`src/rtl/dm_uart_tx.sv`:
```
// dm_uart_tx: memory-mapped 8N1 UART transmitter on the data-memory bus.
//
// A 16-byte window at BASE_ADDR holds four word registers (select = addr[3:2]):
//   0 TXDATA  (WO)  write pushes wdata[7:0] into the TX FIFO; reads 0
//   1 STATUS  (RO except bit3) {count[7:4], ovf[3], empty[2], full[1], busy[0]}
//                   writing wdata[3]=1 clears the sticky ovf flag
//   2 BAUDDIV (RW)  bits[15:0], clk cycles per bit (0 behaves as 1)
//   3 reserved      reads 0, writes ignored
//
// Ports:
//   clk    system clock, all state updates on posedge
//   rst    asynchronous active-high reset
//   cs     chip-select from top-level decode
//   rd     read strobe (rdata is combinational)
//   wr     write strobe, sampled at posedge clk
//   addr   byte address
//   wdata  write data
//   rdata  read data, 0 unless a read-only access hits the window
//   txd    registered serial output, idles high
//   idle   FIFO empty and FSM idle
module dm_uart_tx #(
   parameter logic [31:0] BASE_ADDR  = 32'h0000_1000,
   parameter int unsigned FIFO_DEPTH = 4,
   parameter logic [15:0] DIV_RESET  = 16'd16
) (
   input  logic        clk,
   input  logic        rst,
   input  logic        cs,
   input  logic        rd,
   input  logic        wr,
   input  logic [31:0] addr,
   input  logic [31:0] wdata,
   output logic [31:0] rdata,
   output logic        txd,
   output logic        idle
);

   localparam int unsigned PtrW = (FIFO_DEPTH > 1) ? $clog2(FIFO_DEPTH) : 1;
   localparam int unsigned CntW = PtrW + 1;

   typedef enum logic [1:0] {StIdle, StStart, StData, StStop} state_e;

   // Bus decode
   logic       hit;
   logic [1:0] sel;
   logic       push_req;
   logic       push_ok;
   logic       pop;

   assign hit      = cs & (addr[31:4] == BASE_ADDR[31:4]);
   assign sel      = addr[3:2];
   assign push_req = hit & wr & (sel == 2'd0);

   // FIFO state
   logic [7:0]      mem_q [FIFO_DEPTH];
   logic [PtrW-1:0] wptr_q, wptr_d;
   logic [PtrW-1:0] rptr_q, rptr_d;
   logic [CntW-1:0] count_q, count_d;
   logic            full;
   logic            empty;
   logic [7:0]      head;

   assign full  = (count_q == CntW'(FIFO_DEPTH));
   assign empty = (count_q == '0);
   assign head  = mem_q[rptr_q];

   // A pop in the same cycle frees a slot, so a push into a full FIFO still lands.
   assign push_ok = push_req & (~full | pop);

   // Control registers
   logic        ovf_q, ovf_d;
   logic [15:0] baud_q, baud_d;

   // Transmit FSM state
   state_e      state_q, state_d;
   logic [15:0] cnt_q, cnt_d;
   logic [2:0]  idx_q, idx_d;
   logic [7:0]  shift_q, shift_d;
   logic        txd_q, txd_d;
   logic        bit_end;
   logic [15:0] reload;

   assign bit_end = (cnt_q == 16'd0);
   // Bit time is max(BAUDDIV, 1); the counter runs reload..0.
   assign reload  = (baud_q == 16'd0) ? 16'd0 : baud_q - 16'd1;

   always_comb begin
      wptr_d  = wptr_q;
      rptr_d  = rptr_q;
      count_d = count_q;
      if (push_ok) wptr_d = wptr_q + PtrW'(1);
      if (pop)     rptr_d = rptr_q + PtrW'(1);
      unique case ({push_ok, pop})
         2'b10:   count_d = count_q + CntW'(1);
         2'b01:   count_d = count_q - CntW'(1);
         default: count_d = count_q;
      endcase
   end

   always_comb begin
      ovf_d  = ovf_q;
      baud_d = baud_q;
      if (push_req && !push_ok) begin
         ovf_d = 1'b1;
      end else if (hit && wr && (sel == 2'd1) && wdata[3]) begin
         ovf_d = 1'b0;
      end
      if (hit && wr && (sel == 2'd2)) baud_d = wdata[15:0];
   end

   always_comb begin
      state_d = state_q;
      cnt_d   = cnt_q;
      idx_d   = idx_q;
      shift_d = shift_q;
      pop     = 1'b0;
      unique case (state_q)
         StIdle: begin
            if (!empty) begin
               pop     = 1'b1;
               shift_d = head;
               cnt_d   = reload;
               state_d = StStart;
            end
         end
         StStart: begin
            if (bit_end) begin
               cnt_d   = reload;
               idx_d   = 3'd0;
               state_d = StData;
            end else begin
               cnt_d = cnt_q - 16'd1;
            end
         end
         StData: begin
            if (bit_end) begin
               cnt_d   = reload;
               shift_d = {1'b0, shift_q[7:1]};
               idx_d   = idx_q + 3'd1;
               if (idx_q == 3'd7) state_d = StStop;
            end else begin
               cnt_d = cnt_q - 16'd1;
            end
         end
         StStop: begin
            if (bit_end) begin
               if (!empty) begin
                  // Back-to-back frame: no idle cycle between stop and start.
                  pop     = 1'b1;
                  shift_d = head;
                  cnt_d   = reload;
                  state_d = StStart;
               end else begin
                  cnt_d   = 16'd0;
                  state_d = StIdle;
               end
            end else begin
               cnt_d = cnt_q - 16'd1;
            end
         end
         default: state_d = StIdle;
      endcase
   end

   // txd follows the state one cycle later, so it falls one cycle after the pop edge.
   always_comb begin
      unique case (state_q)
         StStart: txd_d = 1'b0;
         StData:  txd_d = shift_q[0];
         default: txd_d = 1'b1;
      endcase
   end

   always_ff @(posedge clk or posedge rst) begin
      if (rst) begin
         wptr_q  <= '0;
         rptr_q  <= '0;
         count_q <= '0;
         ovf_q   <= 1'b0;
         baud_q  <= DIV_RESET;
         state_q <= StIdle;
         cnt_q   <= 16'd0;
         idx_q   <= 3'd0;
         shift_q <= 8'd0;
         txd_q   <= 1'b1;
      end else begin
         wptr_q  <= wptr_d;
         rptr_q  <= rptr_d;
         count_q <= count_d;
         ovf_q   <= ovf_d;
         baud_q  <= baud_d;
         state_q <= state_d;
         cnt_q   <= cnt_d;
         idx_q   <= idx_d;
         shift_q <= shift_d;
         txd_q   <= txd_d;
      end
   end

   // Storage needs no reset; the pointers define what is valid.
   always_ff @(posedge clk) begin
      if (push_ok) mem_q[wptr_q] <= wdata[7:0];
   end

   // Read path
   logic [31:0] count_ext;
   logic [3:0]  count_sat;

   assign count_ext = 32'(count_q);
   assign count_sat = (count_ext > 32'd15) ? 4'hF : count_ext[3:0];

   always_comb begin
      rdata = 32'h0;
      if (hit && rd && !wr && !rst) begin
         unique case (sel)
            2'd1:    rdata = {24'h0, count_sat, ovf_q, empty, full, (state_q != StIdle)};
            2'd2:    rdata = {16'h0, baud_q};
            default: rdata = 32'h0;
         endcase
      end
   end

   assign txd  = txd_q;
   assign idle = empty & (state_q == StIdle);

   logic unused_bits;
   assign unused_bits = ^{addr[1:0], wdata[31:16]};

endmodule

```
`config.mk`:
```
export PLATFORM = sky130hd
export DESIGN_NAME = dm_uart_tx
export DESIGN_NICKNAME = d
export VERILOG_FILES = /design/src/rtl/dm_uart_tx.sv
export SDC_FILE = /design/constraint.sdc
export NUM_CORES = 1
export LEC_CHECK = 0
export BUFFER_PORTS_ARGS = -buffer_cell sky130_fd_sc_hd__buf_2
export CAP_MARGIN = 10
export CORE_MARGIN = 2
export CORE_UTILIZATION = 30
export DETAILED_ROUTE_END_ITERATION = 10
export PLACE_DENSITY = 0.51
export SYNTH_ARGS = -nofsm -noshare
export SYNTH_HDL_FRONTEND = slang
export SYNTH_SLANG_ARGS = --single-unit
export TNS_END_PERCENT = 5
```
`constraint.sdc`:
```
create_clock -name clk -period 3.1 [get_ports clk]
set_input_delay 0.155 -clock clk [delete_from_list [all_inputs] [get_ports clk]]
set_output_delay 0.155 -clock clk [all_outputs]
set_load 0.005 [all_outputs]
```
# ---- Yosys cells after proc, flatten, opt, wreduce, memory -nomap -nowiden
# Memories as Yosys holds them, arrays and structs flattened.
# Index checks and enable logic that the tools add are counted.
dict set report word_totals {
  ff_bits 54
  ram_bits 32
  in_bits 69
  out_inout_bits 34
  elab_cells 98
  n_memories 1
}
dict set report classes {
  addsub 7
  order_cmp 1
  eq_ne 15
  muxes 32
  n_bitwise 7
  reduce_logical 25
}
# name depth word_bits rd rd_ports_with_merged_regs write_ports line
set memory_table {}
lappend memory_table {mem_q 4 8 1 0 1 55} ;# logic [7:0] mem_q [FIFO_DEPTH];
# operator n
set op_table {}
lappend op_table {{2-to-1 mux 16 bit} 6}
lappend op_table {{one-hot mux 16 bit (3 select lines)} 1}
lappend op_table {{zero test 16 bit} 2}
lappend op_table {{one-hot mux 16 bit (2 select lines)} 1}
lappend op_table {{subtractor 16 x 1 -> 16 bit (second input constant)} 2}
lappend op_table {{equality test 28 x 9 -> 1 bit (second input constant)} 1}
lappend op_table {{2-to-1 mux 8 bit} 3}
lappend op_table {{one-hot mux 8 bit (3 select lines)} 1}
lappend op_table {{one-hot mux 3 bit (2 select lines)} 2}
lappend op_table {{2-to-1 mux 2 bit} 5}
lappend op_table {{inequality test 2 bit (second input constant)} 5}
lappend op_table {{equality test 2 bit (second input constant)} 4}
lappend op_table {{logical AND 1 bit} 8}
lappend op_table {{one-hot mux 2 bit (4 select lines)} 1}
lappend op_table {{nonzero test 2 bit} 4}
lappend op_table {{2-to-1 mux 1 bit} 7}
lappend op_table {{adder 3 x 1 -> 3 bit (second input constant)} 2}
lappend op_table {{equality test 2 x 1 -> 1 bit (second input constant)} 3}
lappend op_table {{equality test 3 bit (second input constant)} 2}
lappend op_table {{2-to-1 mux 3 bit} 2}
lappend op_table {{AND reduction 3 bit} 2}
lappend op_table {{AND 1 bit} 5}
lappend op_table {{AND reduction 5 bit} 1}
lappend op_table {{adder 2 x 1 -> 2 bit (second input constant)} 2}
lappend op_table {{11 further kinds} 15}

# ---- Depth between registers and ports, before layout
dict set report depth {
  ltp_word 9
  ltp_mapped 11
  mapped_depth_nobuf 11
}

# ---- Least setup slack after synthesis
# No wires, ideal clock.
dict set report synth_timing {
  path_type {register -> register}
  startpoint {register cnt_q[0]}
  endpoint {register count_q[2]}
  setup_ns 0.125
  arrival_ns 2.581
  required_ns 2.975
  setup_slack_ns 0.394
  path_stages_with_launch 11
  path_buffers 0
  period_less_slack_ns 2.706
  path_cell_list {dfrtp_1 inv_1 ha_1 or4b_2 nor4_2 a21oi_2 nand2b_1 fa_1 o31a_1 mux2_2 xor2_1}
}
dict set report synth_between {
  elab_chain_cells 7
  word_cells_on_any_way 9
  classes_between {2 x eq/ne; 3 x mux; 2 x bitwise; 2 x reduce/logical}
}
# item line
set synth_lines {}
lappend synth_lines {{start, declared} 76} ;# logic [15:0] cnt_q, cnt_d;
lappend synth_lines {{start signal, assigned} 193} ;# cnt_q <= cnt_d;
lappend synth_lines {{zero test 16 bit *} 83} ;# assign bit_end = (cnt_q == 16'd0);
lappend synth_lines {{2-to-1 mux 1 bit *} 146} ;# if (bit_end) begin
lappend synth_lines {{one-hot mux 1 bit (2 select lines) *} 117} ;# unique case (state_q)
lappend synth_lines {{OR 1 bit} 68} ;# assign push_ok = push_req & (~full | pop);
lappend synth_lines {{AND 1 bit} 68}
lappend synth_lines {{equality test 2 x 1 -> 1 bit or equality test 2 bit (tied branches)} 93} ;# unique case ({push_ok, pop})
lappend synth_lines {{one-hot mux 3 bit (2 select lines) or nonzero test 2 bit (tied branches)} --}
lappend synth_lines {{end signal, assigned} 189} ;# count_q <= count_d;
lappend synth_lines {{end, declared} 58} ;# logic [CntW-1:0] count_q, count_d;
# Mark *: on every way between the ends. The rest lies on a longest branch, timed or not.
# A chain may end at the register's enable or synchronous reset.

# ---- Final worst setup path
# Same ends and word-level chain as after synthesis.

==> impl_metrics.json <==
{
  "cts_sinks": 86,
  "worstMarginPinSlew_ns": 0.872,
  "cp_data_arrival_time_ns": 3.09,
  "residual_drc": 0,
  "final_layout_size_suffix_gt1_share_pct": 25.7,
  "fin_setup_tns_ns": 0,
  "layout-area-overhead-vs-synth_pct": 17.6,
  "global_route.usage.met3_pct": 2.20,
  "root_buffer": "sky130_fd_sc_hd__clkbuf_16",
  "maximum_number_of_pins_on_one_net_before_global_route_repair": 35,
  "period_utilisation_layout_pct": 92.6,
  "tritoncts.num_buffers": 9,
  "critPathKind": "register to register",
  "number_of_antenna_violations_at_the_first_check_in_global_routing": 0,
  "grt_setup_unrepaired": "false",
  "maxClockFrequency_mhz": 348,
  "ys_seq_area_share_pct": 48.3,
  "hold_viol_final": 0,
  "buffer_ports.inserted": 68,
  "regArea_sq_um": 2310,
  "synth.distinct_cells": 63,
  "skew_ns": 0.00661,
  "clkLatencyLatePin_ns": 0.34,
  "mappedNetlistArea_sq_um": 4790,
  "rows": 46,
  "postSynthAreaPerCell_sq_um": 11.1,
  "crit_path_max_fanout": 7,
  "groute.usage.overall_pct": 13.9,
  "synth.yosys.warnings": 0,
  "netlist_instances": 432,
  "via_per_instance_ratio": 4.89,
  "period_minus_slack_ns": 2.87,
  "clkSlewWorstSetupHoldPaths_ns": 0.06,
  "max-vdd-ir-drop_v": 0.000313,
  "io-pin-count": 103,
  "hold_path.class": "input pin to register",
  "fin_nets": 592,
  "die_height_um": 130,
  "diodes": 0,
  "total_leakage_power_uw": 0.00251,
  "setup-violations-final": 0,
  "core_area_sq_um": 15800,
  "synth-edff-count": 32,
  "detail_route.wirelength_um": 11100,
  "dpl.hpwl_um": 8300,
  "clk_path_buf_depth": 2,
  "ant_nets": 0,
  "power_density_relative_to_cell_area_nw_per_um2": 561,
  "synth_flop_cell": "sky130_fd_sc_hd__dfrtp_1",
  "first_pass_grt_wire_length_um": 18400,
  "tritoncts": "yes",
  "first_global_vias": 3482,
  "utilization_pct": 35.8,
  "totalPowerFinal_uw": 3160,
  "starting_density_of_the_core_pct": 30.4,
  "crit_path_start_kind": "register",
  "die_area_sq_um": 17000,
  "max_slew_margin_pct": 41.4,
  "area_of_combinational_cells_with_multiple_inputs_sq_um": 2260,
  "globalRouteOverflowTotal": 0,
  "grt_util_met2_pct": 23.2,
  "dr.pass1.iters": 4,
  "fill_cells": 1592,
  "maxSlewViolCount": 0,
  "ctsHtreeMaxLevel": 3,
  "gr-usage-met1_pct": 18.4,
  "post_drt_wl_per_cell_um": 15.3,
  "postSynthRegisterBits": 86,
  "drt_iter0_markers": 206,
  "status": "complete, no violations",
  "worst_ep_required_time_ns": 3.32,
  "vias": 3542,
  "max-cap-violations": 0,
  "final_estimated_routing_congestion_in_global_placement": 0.861,
  "async_reset_ff_share_pct": 62.8,
  "end_kind": "register",
  "busiest_layer": "met2",
  "die_w_um": 130
}
-- synthesized netlist by cell type (3+ instances only) --
library cell               instances  area, sq um
sky130_fd_sc_hd__nand4_1           4         25.0
sky130_fd_sc_hd__edfxtp_1         32          961
sky130_fd_sc_hd__ha_1             18          225
sky130_fd_sc_hd__o211ai_1          6         45.0
sky130_fd_sc_hd__and4_1            3         26.3
sky130_fd_sc_hd__a21oi_1           6         30.0
sky130_fd_sc_hd__buf_4            16          120
sky130_fd_sc_hd__nand3_1           9         45.0
sky130_fd_sc_hd__nor4_1           12         75.1
sky130_fd_sc_hd__dfrtp_1          52         1300
sky130_fd_sc_hd__and2_1           14         87.6
sky130_fd_sc_hd__inv_1            19         71.3
sky130_fd_sc_hd__nor3_1           22          110
sky130_fd_sc_hd__o21ai_0          23          115
sky130_fd_sc_hd__or4_1             5         37.5
sky130_fd_sc_hd__a22oi_1           9         67.6
sky130_fd_sc_hd__or3_1             6         37.5
sky130_fd_sc_hd__mux4_2            8          180
sky130_fd_sc_hd__o221ai_1          7         61.3
sky130_fd_sc_hd__xnor2_1          15          131
sky130_fd_sc_hd__o21ai_1           5         25.0
sky130_fd_sc_hd__nand2_1          26         97.6
sky130_fd_sc_hd__clkbuf_1          9         33.8
sky130_fd_sc_hd__mux2i_1           8         80.1
sky130_fd_sc_hd__mux2_2           18          203
sky130_fd_sc_hd__xor2_1            3         26.3
sky130_fd_sc_hd__o31ai_1           4         30.0
sky130_fd_sc_hd__a211oi_1          4         30.0
sky130_fd_sc_hd__nor2_1           23         86.3
-- metal layers --
layer	share of wire [%]	wire length, um
met5	0	0
met4	1.0	116
met3	3.5	389
met2	48	5320
met1	48	5270
-- state kept, by name, indices dropped and copies added, names as in the netlist --
signal	cells
count_q	3
rptr_q	2
mem_q	32
ovf_q	1
idx_q	3
state_q	2
txd	1
baud_q	16
wptr_q	2
shift_q	8
cnt_q	16
-- per-stage QoR --
stage | setup WS [ns] | cells | hold slack, ns | cell area (sq um)
finish | 0.230 | 725 | 0.0497 | 5640
global route | 0.0245 | 725 | 0.0387 | 5640
CTS | 0.214 | 725 | 0.0327 | 5630
detailed placement | 0.231 | 708 | 0.351 | 5320
global placement | 0.220 | 708 | 0.348 | 5320
floorplan | 0.394 | 447 | 0.254 | 4850
-- timing repair --
action | CTS | global route
hold buffers | 1 | 0
hold endpoints to repair | 32 | 0
resized for setup | 0 | 1
setup buffers | 0 | 0
endpoints found under the setup margin | 0 | 1
-- logic make-up (layout without fill, tap and decap cells) --
kind of cell	count (synthesis)	in the layout	share of synthesized area (%)
multiplexers	35	35	9.89
flip-flops	86	86	48.3
adder cells (fa/ha/maj)	19	19	5.11
AND/OR/NAND/NOR	145	145	16.9
AO/OA/AOI/OAI	76	76	10.5
other	1	16	0.0782
XOR/XNOR	18	18	3.29
buffers and inverters	52	114	5.92
-- where the power goes --
group	internal [uW]	switching [uW]
Sequential	1280	56.3
Clock	630	458
Combinational	290	452
-- worst max-delay path, cell delays in order, from the launching register on --
cell and delay [ns]:
sky130_fd_sc_hd__dfrtp_1 0.44, sky130_fd_sc_hd__inv_1 0.11, sky130_fd_sc_hd__ha_1 0.17, sky130_fd_sc_hd__or4b_2 0.63, sky130_fd_sc_hd__nor4_4 0.22, sky130_fd_sc_hd__a21oi_2 0.11, sky130_fd_sc_hd__nand2b_1 0.17, sky130_fd_sc_hd__fa_1 0.40
sky130_fd_sc_hd__o31a_1 0.12, sky130_fd_sc_hd__mux2_2 0.26, sky130_fd_sc_hd__xor2_1 0.14
-- area by class of cell --
cell class	instances	area share, %
clock buffers	10	4.06
well taps	216	4.79
flip-flops and latches	86	41.1
multi-input cells	309	40.1
clock inverters	6	1.24
inverters	20	1.33
repair buffers	78	7.41
-- worst paths after layout --
check | to | slack [ns] | depth (start not counted) | startpoint
min in group asynchronous | cnt_q[15] | 0.51 | 3 | rst
setup / recovery | count_q[2] | 0.23 | 10 | cnt_q[0]
setup reg to reg | count_q[2] | 0.23 | 10 | cnt_q[0]
hold / removal | baud_q[12] | 0.05 | 2 | wdata[12]
hold reg to reg | shift_q[2] | 0.48 | 2 | shift_q[2]
max in group asynchronous | txd | 1.76 | 4 | rst
-- placed cells by master (no fill, tap or decap), types with 3 or more instances in the layout --
cell,count
sky130_fd_sc_hd__o31ai_1,4
sky130_fd_sc_hd__a21oi_1,6
sky130_fd_sc_hd__nor2_1,23
sky130_fd_sc_hd__mux4_2,8
sky130_fd_sc_hd__inv_1,18
sky130_fd_sc_hd__nand4_1,4
sky130_fd_sc_hd__buf_4,9
sky130_fd_sc_hd__o221ai_1,7
sky130_fd_sc_hd__or3_1,6
sky130_fd_sc_hd__clkinvlp_4,3
sky130_fd_sc_hd__dfrtp_1,52
sky130_fd_sc_hd__buf_2,68
sky130_fd_sc_hd__xnor2_1,15
sky130_fd_sc_hd__and4_1,3
sky130_fd_sc_hd__mux2i_1,8
sky130_fd_sc_hd__a22oi_1,9
sky130_fd_sc_hd__ha_1,18
sky130_fd_sc_hd__mux2_2,18
sky130_fd_sc_hd__or4_1,5
sky130_fd_sc_hd__a211oi_1,4
sky130_fd_sc_hd__nand2_1,26
sky130_fd_sc_hd__edfxtp_1,32
sky130_fd_sc_hd__o21ai_1,5
sky130_fd_sc_hd__nand3_1,9
sky130_fd_sc_hd__o211ai_1,6
sky130_fd_sc_hd__clkbuf_16,9
sky130_fd_sc_hd__o21ai_0,23
sky130_fd_sc_hd__nor3_1,22
sky130_fd_sc_hd__conb_1,16
sky130_fd_sc_hd__and2_1,14
sky130_fd_sc_hd__xor2_1,3
sky130_fd_sc_hd__nor4_1,12
Power figures use the tool's default switching activity.
